<file path="src/rtl/fpcvt_pkg.sv">
// Shared types and constants for the round-robin fixed-to-float converter.
// Optional feature macro: FPCVT_ARB_SAT_CNT_EN (saturation event counter).
package fpcvt_pkg;

    localparam int D_W     = 12;
    localparam int E_W     = 3;
    localparam int F_W     = 4;
    localparam int SAT_MAG = 1984;

    typedef struct packed {
        logic           s;
        logic [E_W-1:0] e;
        logic [F_W-1:0] f;
    } fp_res_t;

endpackage

</file>
<file path="src/rtl/fpcvt_core.sv">
// Combinational 12-bit two's complement to sign / 3-bit exponent / 4-bit
// fraction converter (value = F * 2^E), round-half-up on the first dropped
// bit, clamping to the largest code when the exponent runs past 7.
module fpcvt_core
    import fpcvt_pkg::*;
(
    input  logic [D_W-1:0] i_d,
    output fp_res_t        o_res,
    output logic           o_sat
);

    logic [D_W-1:0] w_mag;
    logic [3:0]     w_pos;
    logic [3:0]     w_exp_raw;
    logic [F_W-1:0] w_frac_raw;
    logic           w_rnd;
    logic [F_W:0]   w_frac_rnd;
    logic [3:0]     w_exp_adj;
    logic [F_W-1:0] w_frac_adj;

    // -2048 negates to 12'h800, which reads correctly as an unsigned 2048.
    assign w_mag = i_d[D_W-1] ? (~i_d + 1'b1) : i_d;

    // Position of the leading one (0 for a zero magnitude).
    always_comb begin
        w_pos = '0;
        for (int i = 0; i < D_W; i++) begin
            if (w_mag[i]) w_pos = 4'(i);
        end
    end

    // Small magnitudes (leading one at bit 3 or below) use E = 0 and no rounding.
    assign w_exp_raw  = (w_pos > 4'd3) ? (w_pos - 4'd3) : 4'd0;
    assign w_frac_raw = F_W'(w_mag >> w_exp_raw);
    assign w_rnd      = 1'({w_mag, 1'b0} >> w_exp_raw);
    assign w_frac_rnd = {1'b0, w_frac_raw} + {{F_W{1'b0}}, w_rnd};

    // Renormalise on fraction overflow, then clamp exponent overflow.
    always_comb begin
        w_exp_adj  = w_exp_raw;
        w_frac_adj = w_frac_rnd[F_W-1:0];
        if (w_frac_rnd[F_W]) begin
            w_frac_adj = 4'b1000;
            w_exp_adj  = w_exp_raw + 4'd1;
        end
        if (w_exp_adj > 4'd7) begin
            w_exp_adj  = 4'd7;
            w_frac_adj = 4'b1111;
        end
    end

    assign o_res.s = i_d[D_W-1];
    assign o_res.e = w_exp_adj[E_W-1:0];
    assign o_res.f = w_frac_adj;
    assign o_sat   = (w_mag >= D_W'(SAT_MAG));

endmodule

</file>
<file path="src/rtl/fpcvt_arbiter.sv">
// Round-robin scheduler sharing one fpcvt_core among N_REQ requesters:
// arbitrate -> stage-1 sample register -> convert -> buffered output port.
// Optional feature macro: FPCVT_ARB_SAT_CNT_EN adds the sat_cnt port.
module fpcvt_arbiter
    import fpcvt_pkg::*;
#(
    parameter int N_REQ = 4,
    parameter int ID_W  = $clog2(N_REQ)
) (
    input  logic                 clk,
    input  logic                 rst_n,
    input  logic [N_REQ-1:0]     req_valid,
    input  logic [D_W*N_REQ-1:0] req_data,
    output logic [N_REQ-1:0]     req_ready,
    output logic                 out_valid,
    input  logic                 out_ready,
    output logic [ID_W-1:0]      out_id,
    output logic                 out_s,
    output logic [E_W-1:0]       out_e,
    output logic [F_W-1:0]       out_f
`ifdef FPCVT_ARB_SAT_CNT_EN
    ,
    output logic [7:0]           sat_cnt
`endif
);

    logic [ID_W-1:0] r_rr;
    logic            r_vld_p1;
    logic [D_W-1:0]  r_d_p1;
    logic [ID_W-1:0] r_id_p1;

    logic            w_any;
    logic [ID_W-1:0] w_gnt_idx;
    logic            w_out_load;
    logic            w_can_load;
    logic            w_accept;
    fp_res_t         w_res;
    logic            w_sat;

    // First valid requester at or after the round-robin pointer.
    always_comb begin
        w_any     = 1'b0;
        w_gnt_idx = '0;
        for (int k = N_REQ - 1; k >= 0; k--) begin
            if (req_valid[(int'(r_rr) + k) % N_REQ]) begin
                w_any     = 1'b1;
                w_gnt_idx = ID_W'((int'(r_rr) + k) % N_REQ);
            end
        end
    end

    assign w_out_load = r_vld_p1 && (!out_valid || out_ready);
    assign w_can_load = !r_vld_p1 || w_out_load;
    assign w_accept   = w_any && w_can_load && rst_n;

    // One-hot ready to the granted requester, only when stage 1 can take it.
    always_comb begin
        req_ready = '0;
        if (w_accept) req_ready[w_gnt_idx] = 1'b1;
    end

    // Round-robin pointer and stage-1 valid.
    always_ff @(posedge clk or negedge rst_n) begin
        if (!rst_n) begin
            r_rr     <= '0;
            r_vld_p1 <= 1'b0;
        end else begin
            if (w_accept) begin
                r_rr <= (w_gnt_idx == ID_W'(N_REQ - 1)) ? '0 : w_gnt_idx + 1'b1;
            end
            if (w_can_load) r_vld_p1 <= w_accept;
        end
    end

    // Stage-1 sample and source ID; meaningful only while r_vld_p1 is set.
    always_ff @(posedge clk) begin
        if (w_accept) begin
            r_d_p1  <= req_data[int'(w_gnt_idx)*D_W +: D_W];
            r_id_p1 <= w_gnt_idx;
        end
    end

    fpcvt_core u_core (
        .i_d   (r_d_p1),
        .o_res (w_res),
        .o_sat (w_sat)
    );

    // Output register: load from stage 1, clear when drained with nothing behind.
    always_ff @(posedge clk or negedge rst_n) begin
        if (!rst_n) begin
            out_valid <= 1'b0;
            out_id    <= '0;
            out_s     <= 1'b0;
            out_e     <= '0;
            out_f     <= '0;
        end else if (w_out_load) begin
            out_valid <= 1'b1;
            out_id    <= r_id_p1;
            out_s     <= w_res.s;
            out_e     <= w_res.e;
            out_f     <= w_res.f;
        end else if (out_ready) begin
            out_valid <= 1'b0;
        end
    end

`ifdef FPCVT_ARB_SAT_CNT_EN
    // Count saturating samples as they enter the output register; sticks at 255.
    always_ff @(posedge clk or negedge rst_n) begin
        if (!rst_n) begin
            sat_cnt <= '0;
        end else if (w_out_load && w_sat && (sat_cnt != 8'hFF)) begin
            sat_cnt <= sat_cnt + 8'd1;
        end
    end
`endif

endmodule

</file>
<file path="config.mk">
export PLATFORM = sky130hd
export DESIGN_NAME = fpcvt_arbiter
export DESIGN_NICKNAME = d
export VERILOG_FILES = /design/src/rtl/fpcvt_pkg.sv /design/src/rtl/fpcvt_core.sv /design/src/rtl/fpcvt_arbiter.sv
export SDC_FILE = /design/constraint.sdc
export NUM_CORES = 1
export LEC_CHECK = 0
export CAP_MARGIN = 20
export CORE_MARGIN = 2
export CORE_UTILIZATION = 51
export DETAILED_ROUTE_END_ITERATION = 8
export PLACE_DENSITY = 0.81
export SLEW_MARGIN = 20
export SYNTH_ARGS = -nofsm -noshare
export SYNTH_HDL_FRONTEND = slang
export SYNTH_SLANG_ARGS = --single-unit
</file>
<file path="constraint.sdc">
create_clock -name clk -period 6.48 [get_ports clk]
set_input_delay 0.648 -clock clk [delete_from_list [all_inputs] [get_ports clk]]
set_output_delay 0.648 -clock clk [all_outputs]
set_load 0.01 [all_outputs]
</file>
==> results.py, run 1 <==
metrics = {
    "worst_setup_path": {
        "critical_path.slowest_cell": "edfxtp_1",
        "startpoint": "r_d_p1[0]",
        "cp.arrival_ns": 5.77,
        "path_cells": "inv_1 -> ha_1 -> or4b_1 -> or4_1 -> a21oi_1 -> a21o_1 -> a21o_1 -> ha_1 -> inv_1 -> a31o_2 -> a21oi_2 -> buf_4 -> mux2i_1 -> nor2_1 -> nor3_1 -> a21oi_1 -> a21oi_1 -> ha_1 -> ha_1 -> inv_1 -> a2111oi_4 -> mux2i_1 -> a311oi_2",
        "r2r_start": "r_d_p1[0]",
        "path_class": "register to register",
        "crit_path_frequent_cell": "ha_1",
        "worstPathRequired_ns": 6.66,
        "crit_fanout": 13,
        "critPathMaxStageDelay_ns": 0.50,
        "start_kind": "register",
        "end_kind": "register",
    },
    "yosys": {
        "synth_edf_count": 14,
        "synthSimpleGateAreaFrac_pct": 26.1,
        "synthFlopType": "edfxtp_1",
        "synth_top_family_by_area": "compound AO/OA/AOI/OAI gates",
        "synth-seq-area-share_pct": 25.9,
        "synth_mux_area_share_pct": 6.31,
        "synthAdderAreaFrac_pct": 3.79,
        "syn_area_per_cell_sq_um": 8.10,
        "synth_cells": 367,
        "synth_compound_area_share_pct": 28.1,
        "yosys.area_share.xor_xnor_pct": 3.83,
        "syn_nets": 431,
        "synth-seq-cells": 28,
        "syn-cell-area_sq_um": 2970,
        "ys_warn_count": 0,
        "ys_types": 73,
        "async_flop_share_pct": 50.0,
    },
    "clocking": {
        "clkSinkCount": 28,
        "path_clk_slew_ns": 0.10,
        "htree_levels": 1,
        "cts_resized": 0,
        "insertion_delay_ns": 0.28,
        "post_cts_buffers": 0,
        "clock_path_buffers": 2,
        "cts_tree": "built",
        "cts_root_buffer": "clkbuf_8",
        "postCtsHoldBufs": 0,
        "cts_inserted_buffers": 3,
    },
    "routing": {
        "drtIter0Drc": 183,
        "drt_wl_total_mm": 7.91,
        "via_per_inst": 6.18,
        "remaining_drc_errors": 0,
        "antenna_left": 0,
        "drt_pass1_iterations": 5,
        "routedWlPerCell_um": 16.1,
        "vias": 3029,
    },
    "pwr": {
        "peakVddDrop_mv": 0.249,
        "power.density_nw_per_um2": 431,
        "p_leak_nw": 1.43,
    },
    "sta": {
        "min_period_ns": 5.58,
        "slew-limit-headroom_pct": 38.9,
        "fmax_ghz": 0.179,
        "fin_crit_sh_pct": 86.2,
        "rsz0062_at_grt": "no",
        "fin_ws_ns": 0.897,
        "final_hold_viol_count": 0,
        "slew_viol_final": 0,
        "setup-violations-final": 0,
        "fin_tns_setup_ns": 0,
        "fin_worst_skew_ns": 0.00987,
        "tightest_slew_ns": 0.917,
    },
    "layout": {
        "n_antenna_cell": 0,
        "layout_commonest_cell": "clkdlybuf4s50_1",
        "design_area_sq_um": 3740,
        "area_delta_synth_final_pct": 25.7,
        "final_cell_mix": "clkdlybuf4s50_1 (69), nand2_1 (64), nor2_1 (18)",
        "drive_above_1_share_pct": 9.09,
        "nets": 483,
    },
    "placed_design": {
        "placed_area_sq_um": 3670,
        "portBuffers": 69,
        "place_ws_ns": 1.01,
        "post-dp-hpwl_mm": 6.25,
        "gp_congestion": 0.923,
    },
    "global_routing": {
        "grt_overflow": 0,
        "grt_use_total_pct": 24.9,
        "grt_pass1_vias": 2826,
        "grt_max_degree": 28,
        "grt_pass1_wl_mm": 12.8,
        "antenna_found_initial": 0,
    },
    "floorplan": {
        "row_count": 27,
        "start_util_pct": 53.4,
        "dieWidth_um": 80.4,
        "core_sq_um": 5570,
        "io_pins": 70,
        "die_y_um": 80.4,
        "die_area_sq_um": 6460,
    },
    "hold_path": {
        "hp-start": "r_id_p1[0]",
        "hp-class": "register to register",
    },
    "status": {
        "status": "finished, final reports clean",
    },
    "run": {
        "maxCapViolations": 0,
    },
}
-- metrics by stage --
step | cells | power (mW) | utilization, % | hold slack [ns]
2_1_floorplan | 367 | 1.18 | - | 0.352
3_3_place_gp | 486 | 1.45 | 65.9 | 0.463
3_5_place_dp | 486 | 1.47 | 65.9 | 0.483
4_1_cts | 490 | 1.60 | 67.1 | 0.516
5_1_grt | 490 | 1.75 | 67.1 | 0.526
6_report | 490 | 1.61 | 67.1 | 0.506
-- cell usage after synthesis, types with 3 or more instances --
| library cell | number | area (sq um) |
|---|---|---|
| and2_1 | 8 | 50.1 |
| or3_1 | 4 | 25.0 |
| buf_2 | 7 | 35.0 |
| inv_1 | 13 | 48.8 |
| or4_1 | 3 | 22.5 |
| nand2b_1 | 8 | 50.1 |
| dfrtp_1 | 14 | 350 |
| a21oi_1 | 18 | 90.1 |
| o211ai_1 | 4 | 30.0 |
| xor2_1 | 4 | 35.0 |
| edfxtp_1 | 14 | 420 |
| nand2_1 | 64 | 240 |
| o21ai_0 | 10 | 50.1 |
| nor2_1 | 18 | 67.6 |
| and3_1 | 12 | 75.1 |
| a21o_1 | 6 | 45.0 |
| nor3_1 | 13 | 65.1 |
| a211oi_1 | 8 | 60.1 |
| mux2_2 | 4 | 45.0 |
| mux2i_1 | 12 | 120 |
| nand3_1 | 4 | 20.0 |
| xnor2_1 | 9 | 78.8 |
| clkbuf_1 | 16 | 60.1 |
| a31oi_1 | 15 | 93.8 |
| ha_1 | 9 | 113 |
| nor4_1 | 3 | 18.8 |
| nand4_1 | 3 | 18.8 |
-- registers in the layout (all words and copies together) (netlist names) --
register   flops
r_d_p1        12
out_f          4
out_e          3
out_id         2
r_id_p1        2
r_rr           2
out_s          1
out_valid      1
r_vld_p1       1
-- cell families (layout without fill, tap and decap cells) --
logic type	count (synthesis)	count (layout)
AO/OA/AOI/OAI	107	107
XOR/XNOR	13	13
adder cells (fa/ha/maj)	9	9
buffers and inverters	41	92
flip-flops	28	28
multiplexers	17	17
AND/OR/NAND/NOR	152	152
-- report_power, final --
part	internal, mW	switching [mW]	total, mW
combinational	0.502	0.649	1.15
sequential	0.260	0.0813	0.341
clock	0.0672	0.0534	0.121
total	0.829	0.783	1.61
-- per-layer routing --
metal | wire length [um] | GRT usage (%) | share of wire, % | up-vias
met3 | 591 | 3.37 | 7.5 | 6
met4 | 65 | 4.58 | 0.82 | 0
li1 | - | - | - | 1466
met1 | 3440 | 32.7 | 43 | 1408
met5 | 0 | 0 | 0 | -
met2 | 3810 | 43.7 | 48 | 149
-- critical path, delay by kind of cell, from the launching register on --
kind,cells,cell delay (ns)
adders and majority gates,4,1.15
DFF,1,0.50
and+or+nand+nor,4,1.11
AOI/OAI and AO/OA,9,1.75
muxes,2,0.36
buffers and inverters,4,0.63
-- final cells by class --
cell class / count / area, sq um
Multi-Input combinational cell: 298 / 2040
Fill cell: 473 / 1830
Sequential cell: 28 / 771
Timing Repair Buffer: 73 / 721
Tap cell: 72 / 90.1
Clock buffer: 4 / 66.3
Inverter: 15 / 56.3
-- path summary, 6_finish.rpt --
kind	to	cells past startpoint	slack (ns)
max reg2reg	out_e[2]	23	0.90
min in group asynchronous	r_rr[0]	1	0.76
max in group asynchronous	out_f[1]	1	5.29
max	out_e[2]	23	0.90
min	out_id[0]	1	0.51
min reg2reg	out_id[0]	1	0.51
Note: power is estimated with default switching activity, not from simulation.
==> inputs of run 2 (changes only) <==
--- a/config.mk
+++ b/config.mk
@@ -6,10 +6,11 @@
 export NUM_CORES = 1
 export LEC_CHECK = 0
 export CAP_MARGIN = 20
-export CORE_MARGIN = 2
-export CORE_UTILIZATION = 51
+export CELL_PAD_IN_SITES_DETAIL_PLACEMENT = 1
+export CELL_PAD_IN_SITES_GLOBAL_PLACEMENT = 1
+export CORE_UTILIZATION = 37
 export DETAILED_ROUTE_END_ITERATION = 8
-export PLACE_DENSITY = 0.81
+export PLACE_DENSITY_LB_ADDON = 0.1
 export SLEW_MARGIN = 20
 export SYNTH_ARGS = -nofsm -noshare
 export SYNTH_HDL_FRONTEND = slang
==> run 2 against run 1 <==
Cell count grew 6.3%. Design area rose by 1.2%. Critical path depth did not move. Critical path type unchanged. Critical endpoint unchanged. Largest cell class unchanged.
==> results.py, run 2 (synthesized netlist as in run 1, its figures left out) <==
metrics = {
    "floorplan": {
        "io_pins": 70,
        "start_util_pct": 38.3,
        "die_y_um": 91.7,
        "core_sq_um": 7770,
        "row_count": 32,
        "dieWidth_um": 91.7,
        "die_area_sq_um": 8400,
    },
    "pwr": {
        "peakVddDrop_mv": 0.166,
        "power.density_nw_per_um2": 431,
        "clockPowerShare_pct": 7.5,
        "combPwrFrac_pct": 71.6,
        "p_leak_nw": 1.44,
        "p_sw_mw": 0.803,
        "seqPwrFrac_pct": 20.8,
        "switching_share_pct": 49.2,
        "internal-power_mw": 0.830,
    },
    "clocking": {
        "cts_tree": "built",
        "postCtsHoldBufs": 0,
        "insertion_delay_ns": 0.28,
        "clock_path_buffers": 2,
        "htree_levels": 1,
        "clkSinkCount": 28,
        "path_clk_slew_ns": 0.10,
        "cts_root_buffer": "clkbuf_8",
        "cts_resized": 0,
        "cts_inserted_buffers": 3,
        "post_cts_buffers": 0,
    },
    "sta": {
        "fin_worst_skew_ns": 0.00958,
        "min_period_ns": 5.71,
        "fmax_ghz": 0.175,
        "slew_viol_final": 0,
        "rsz0062_at_grt": "no",
        "setup-violations-final": 0,
        "final_hold_viol_count": 0,
        "fin_crit_sh_pct": 88.1,
        "tightest_slew_ns": 0.797,
        "hold_slack_ns": 0.492,
        "slew-limit-headroom_pct": 46.9,
        "fin_tns_setup_ns": 0,
        "fin_ws_ns": 0.772,
    },
    "worst_setup_path": {
        "end_kind": "register",
        "start_kind": "register",
        "worstPathRequired_ns": 6.67,
        "path_class": "register to register",
        "crit_fanout": 13,
        "cp.arrival_ns": 5.89,
    },
    "routing": {
        "antenna_left": 0,
        "routedWlPerCell_um": 17.0,
        "drtIter0Drc": 162,
        "drt_wl_total_mm": 8.84,
        "drt_pass1_iterations": 4,
        "vias": 2965,
        "remaining_drc_errors": 0,
        "via_per_inst": 5.69,
    },
    "hold_path": {
        "hp-class": "register to register",
    },
    "global_routing": {
        "grt_pass1_vias": 3061,
        "grt_pass1_wl_mm": 15.0,
        "grt_overflow": 0,
        "grt_use_met3_pct": 2.16,
        "antenna_found_initial": 0,
        "busiest_layer": "met2",
        "met1_usage_pct": 30.4,
        "grt_use_met2_pct": 35.8,
        "grt_use_total_pct": 21.6,
        "grt_max_degree": 28,
    },
    "run": {
        "maxCapViolations": 0,
    },
    "layout": {
        "nFillCells": 963,
        "layout_commonest_cell": "clkdlybuf4s50_1",
        "largest_register_ffs": 12,
        "regMostFlops": "r_d_p1",
        "reg_top3": "r_d_p1 x12, out_f x4, out_e x3",
        "n_antenna_cell": 0,
        "final-seq-area_sq_um": 771,
        "drive_above_1_share_pct": 9.31,
        "nets": 484,
        "layoutNonFillerInstCount": 521,
        "area_delta_synth_final_pct": 27.3,
        "final_cell_mix": "clkdlybuf4s50_1 (69), nand2_1 (64), nor2_1 (18)",
        "multiInputGateArea_sq_um": 2040,
    },
    "placed_design": {
        "portBuffers": 69,
        "post-dp-hpwl_mm": 7.02,
        "dpl.cell_count": 517,
        "gp_congestion": 0.875,
        "place_ws_ns": 0.850,
    },
    "status": {
        "status": "finished, final reports clean",
    },
}
[run 2: cell count changes in the layout (fill, tap and decap cells not counted)]
cell / previous run / this run
buf_4: 4 / 5
[run 2: power groups by stage]
stage	logic, mW	clock network [mW]	registers (mW)
2_1_floorplan	0.876	0	0.301
3_3_place_gp	1.15	0	0.342
3_5_place_dp	1.16	0	0.343
4_1_cts	1.17	0.126	0.341
5_1_grt	1.28	0.131	0.352
6_report	1.17	0.123	0.340
[run 2: layout make-up]
type                    instances  area share, %
repair buffers                 74           19.2
clock buffers                   4           1.75
multi-input cells             298           53.8
inverters                      15           1.49
well taps                     102           3.37
flip-flops and latches         28           20.4
[run 2: critical path: stages, from the launching register on]
cell	delay, ns
edfxtp_1	0.51
inv_1	0.17
ha_1	0.34
or4b_1	0.49
or4_1	0.41
a21oi_1	0.16
a21o_1	0.18
a21o_1	0.20
ha_1	0.42
inv_1	0.19
a31o_2	0.28
a21oi_2	0.10
buf_4	0.21
mux2i_1	0.20
nor2_1	0.05
nor3_1	0.13
a21oi_1	0.06
a21oi_1	0.17
ha_1	0.19
ha_1	0.24
inv_1	0.09
a2111oi_4	0.41
mux2i_1	0.17
a311oi_2	0.22
[run 2: metrics by stage]
stage                     power, mW  instance area (sq um)  utilization, %
after global placement         1.49                   3720            47.9
after detailed placement       1.50                   3720            47.9
after floorplan                1.18                   2970               -
after CTS                      1.63                   3780            48.7
after global routing           1.76                   3780            48.7
final                          1.63                   3780            48.7
[run 2: worst paths after layout]
| path | from | to | slack, ns | depth (start not counted) |
|---|---|---|---|---|
| setup / recovery | r_d_p1[0] | out_e[2] | 0.77 | 23 |
| min in group asynchronous | rst_n | out_e[1] | 0.78 | 1 |
| hold / removal | r_id_p1[1] | out_id[1] | 0.49 | 1 |
| max in group asynchronous | rst_n | r_rr[1] | 5.26 | 1 |
| hold reg to reg | r_id_p1[1] | out_id[1] | 0.49 | 1 |
| setup reg to reg | r_d_p1[0] | out_e[2] | 0.77 | 23 |
[run 2: metal layers]
| metal | share of wire, % | routed length [um] | up-vias |
|---|---|---|---|
| li1 | - | - | 1476 |
| met1 | 49 | 4350 | 1414 |
| met2 | 46 | 4090 | 69 |
| met3 | 3.4 | 303 | 6 |
| met4 | 1.1 | 93 | 0 |
| met5 | 0 | 0 | - |
==> inputs of run 3 (changes only) <==
--- a/config.mk
+++ b/config.mk
@@ -8,8 +8,9 @@
 export CAP_MARGIN = 20
 export CELL_PAD_IN_SITES_DETAIL_PLACEMENT = 1
 export CELL_PAD_IN_SITES_GLOBAL_PLACEMENT = 1
-export CORE_UTILIZATION = 37
+export CORE_UTILIZATION = 40
 export DETAILED_ROUTE_END_ITERATION = 8
+export MAX_ROUTING_LAYER = met4
 export PLACE_DENSITY_LB_ADDON = 0.1
 export SLEW_MARGIN = 20
 export SYNTH_ARGS = -nofsm -noshare
==> constraint.sdc (replaced) <==
create_clock -name clk -period 7.3 [get_ports clk]
set_input_delay 0.73 -clock clk [delete_from_list [all_inputs] [get_ports clk]]
set_output_delay 0.73 -clock clk [all_outputs]
set_load 0.01 [all_outputs]
==> run 3 against run 2 <==
Register-to-register slack better by 0.62 ns. Critical path depth down 1. Cell count down 0.77%. Non-clock buffer count down 1. Maximum frequency down 3.3%. Clock power down 11%. Sequential power down 11%. Global-route usage up 3.5 points. Worst hold slack worse by 0.0061 ns. Sequential share of layout area up 0.061 points.
==> results.py, run 3 (synthesized netlist as in run 1, its figures left out) <==
metrics = {
    "layout": {
        "nets": 483,
        "nFillCells": 924,
        "regMostFlops": "r_d_p1",
        "n_antenna_cell": 0,
        "final_cell_mix": "clkdlybuf4s50_1 (69), nand2_1 (64), nor2_1 (18)",
        "area_delta_synth_final_pct": 26.9,
        "reg_top3": "r_d_p1 x12, out_f x4, out_e x3",
        "final_util_pct": 52.3,
        "layout_commonest_cell": "clkdlybuf4s50_1",
        "largest_register_ffs": 12,
        "drive_above_1_share_pct": 9.09,
    },
    "global_routing": {
        "grt_pass1_vias": 3030,
        "grt_use_total_pct": 25.1,
        "grt_max_degree": 28,
        "antenna_found_initial": 0,
        "grt_pass1_wl_mm": 14.8,
        "grt_overflow": 0,
    },
    "clocking": {
        "insertion_delay_ns": 0.28,
        "postCtsHoldBufs": 0,
        "path_clk_slew_ns": 0.10,
        "cts_inserted_buffers": 3,
        "htree_levels": 1,
        "post_cts_buffers": 0,
        "cts_root_buffer": "clkbuf_8",
        "clock_path_buffers": 2,
        "cts_tree": "built",
        "clkSinkCount": 28,
        "cts_resized": 0,
    },
    "worst_setup_path": {
        "worstPathRequired_ns": 7.43,
        "end_kind": "register",
        "start_kind": "register",
        "path_class": "register to register",
        "cp.arrival_ns": 6.04,
        "crit_fanout": 13,
    },
    "hold_path": {
        "hp-class": "register to register",
    },
    "routing": {
        "drt_pass1_iterations": 4,
        "vias": 3047,
        "via_per_inst": 5.89,
        "drtIter0Drc": 206,
        "routedWlPerCell_um": 17.5,
        "drt_wl_total_mm": 9.07,
        "antenna_left": 0,
        "remaining_drc_errors": 0,
    },
    "run": {
        "maxCapViolations": 0,
    },
    "floorplan": {
        "die_area_sq_um": 7780,
        "core_sq_um": 7210,
        "dieWidth_um": 88.2,
        "io_pins": 70,
        "row_count": 31,
        "die_y_um": 88.2,
        "start_util_pct": 41.2,
    },
    "sta": {
        "fin_crit_sh_pct": 80.9,
        "min_period_ns": 5.90,
        "fin_worst_skew_ns": 0.0123,
        "slew_viol_final": 0,
        "slew-limit-headroom_pct": 46.1,
        "fin_tns_setup_ns": 0,
        "tightest_slew_ns": 0.808,
        "rsz0062_at_grt": "no",
        "final_hold_viol_count": 0,
        "setup-violations-final": 0,
        "fmax_ghz": 0.169,
    },
    "placed_design": {
        "post-dp-hpwl_mm": 7.06,
        "gp_congestion": 0.923,
        "portBuffers": 69,
    },
    "pwr": {
        "power.density_nw_per_um2": 385,
        "power_mw": 1.45,
        "p_leak_nw": 1.43,
        "peakVddDrop_mv": 0.142,
    },
    "status": {
        "status": "finished, final reports clean",
    },
}
-- run 3: path summary, 6_finish.rpt --
kind                       startpoint         to  slack (ns)  cells past startpoint
max in group asynchronous       rst_n      out_s        5.97                      1
setup reg to reg            r_d_p1[0]   out_e[2]        1.40                     22
min in group asynchronous       rst_n   out_e[1]        0.87                      1
hold / removal             r_id_p1[0]  out_id[0]        0.49                      1
hold reg to reg            r_id_p1[0]  out_id[0]        0.49                      1
setup / recovery            r_d_p1[0]   out_e[2]        1.40                     22
-- run 3: cell type report --
type,count,area (sq um),share of cell area (%)
Clock buffer,4,66.3,1.76
Multi-Input combinational cell,298,2040,53.9
Timing Repair Buffer,73,721,19.1
Sequential cell,28,771,20.4
Tap cell,99,124,3.28
Inverter,15,56.3,1.49
-- run 3: power by group --
part	total (mW)	internal [mW]	switching, mW
Combinational	1.04	0.443	0.598
Sequential	0.303	0.230	0.0724
Clock	0.109	0.0597	0.0488
Total	1.45	0.733	0.719
-- run 3: metal layers --
layer | track usage (%) | share of wire (%) | up-vias
li1 | - | - | 1469
met1 | 32.7 | 47 | 1461
met2 | 42.2 | 48 | 102
met3 | 2.05 | 3.5 | 15
met4 | 5.87 | 1.7 | 0
met5 | - | 0 | -
-- run 3: through the flow --
| stage | worst slack (ns) | cells | instance area, sq um | hold slack, ns |
|---|---|---|---|---|
| 5_1_grt | 1.01 | 517 | 3770 | 0.507 |
| 6_report | 1.40 | 517 | 3770 | 0.486 |
| 3_5_place_dp | 1.46 | 513 | 3710 | 0.464 |
| 3_3_place_gp | 1.68 | 513 | 3710 | 0.461 |
| 4_1_cts | 1.44 | 517 | 3770 | 0.489 |
| 2_1_floorplan | 1.89 | 367 | 2970 | 0.434 |
-- run 3: worst max-delay path: stages (launching register included) --
cell and delay [ns]:
edfxtp_1 0.51, inv_1 0.17, ha_1 0.34, or4b_1 0.48, or4_1 0.40, a21oi_1 0.16, a21o_1 0.18, a21o_1 0.21
ha_1 0.42, inv_1 0.20, a31o_2 0.28, a21oi_2 0.49, mux2i_1 0.26, nor2_1 0.05, nor3_1 0.13, a21oi_1 0.06
a21oi_1 0.17, ha_1 0.19, ha_1 0.22, inv_1 0.09, a2111oi_4 0.41, mux2i_1 0.28, a311oi_2 0.05
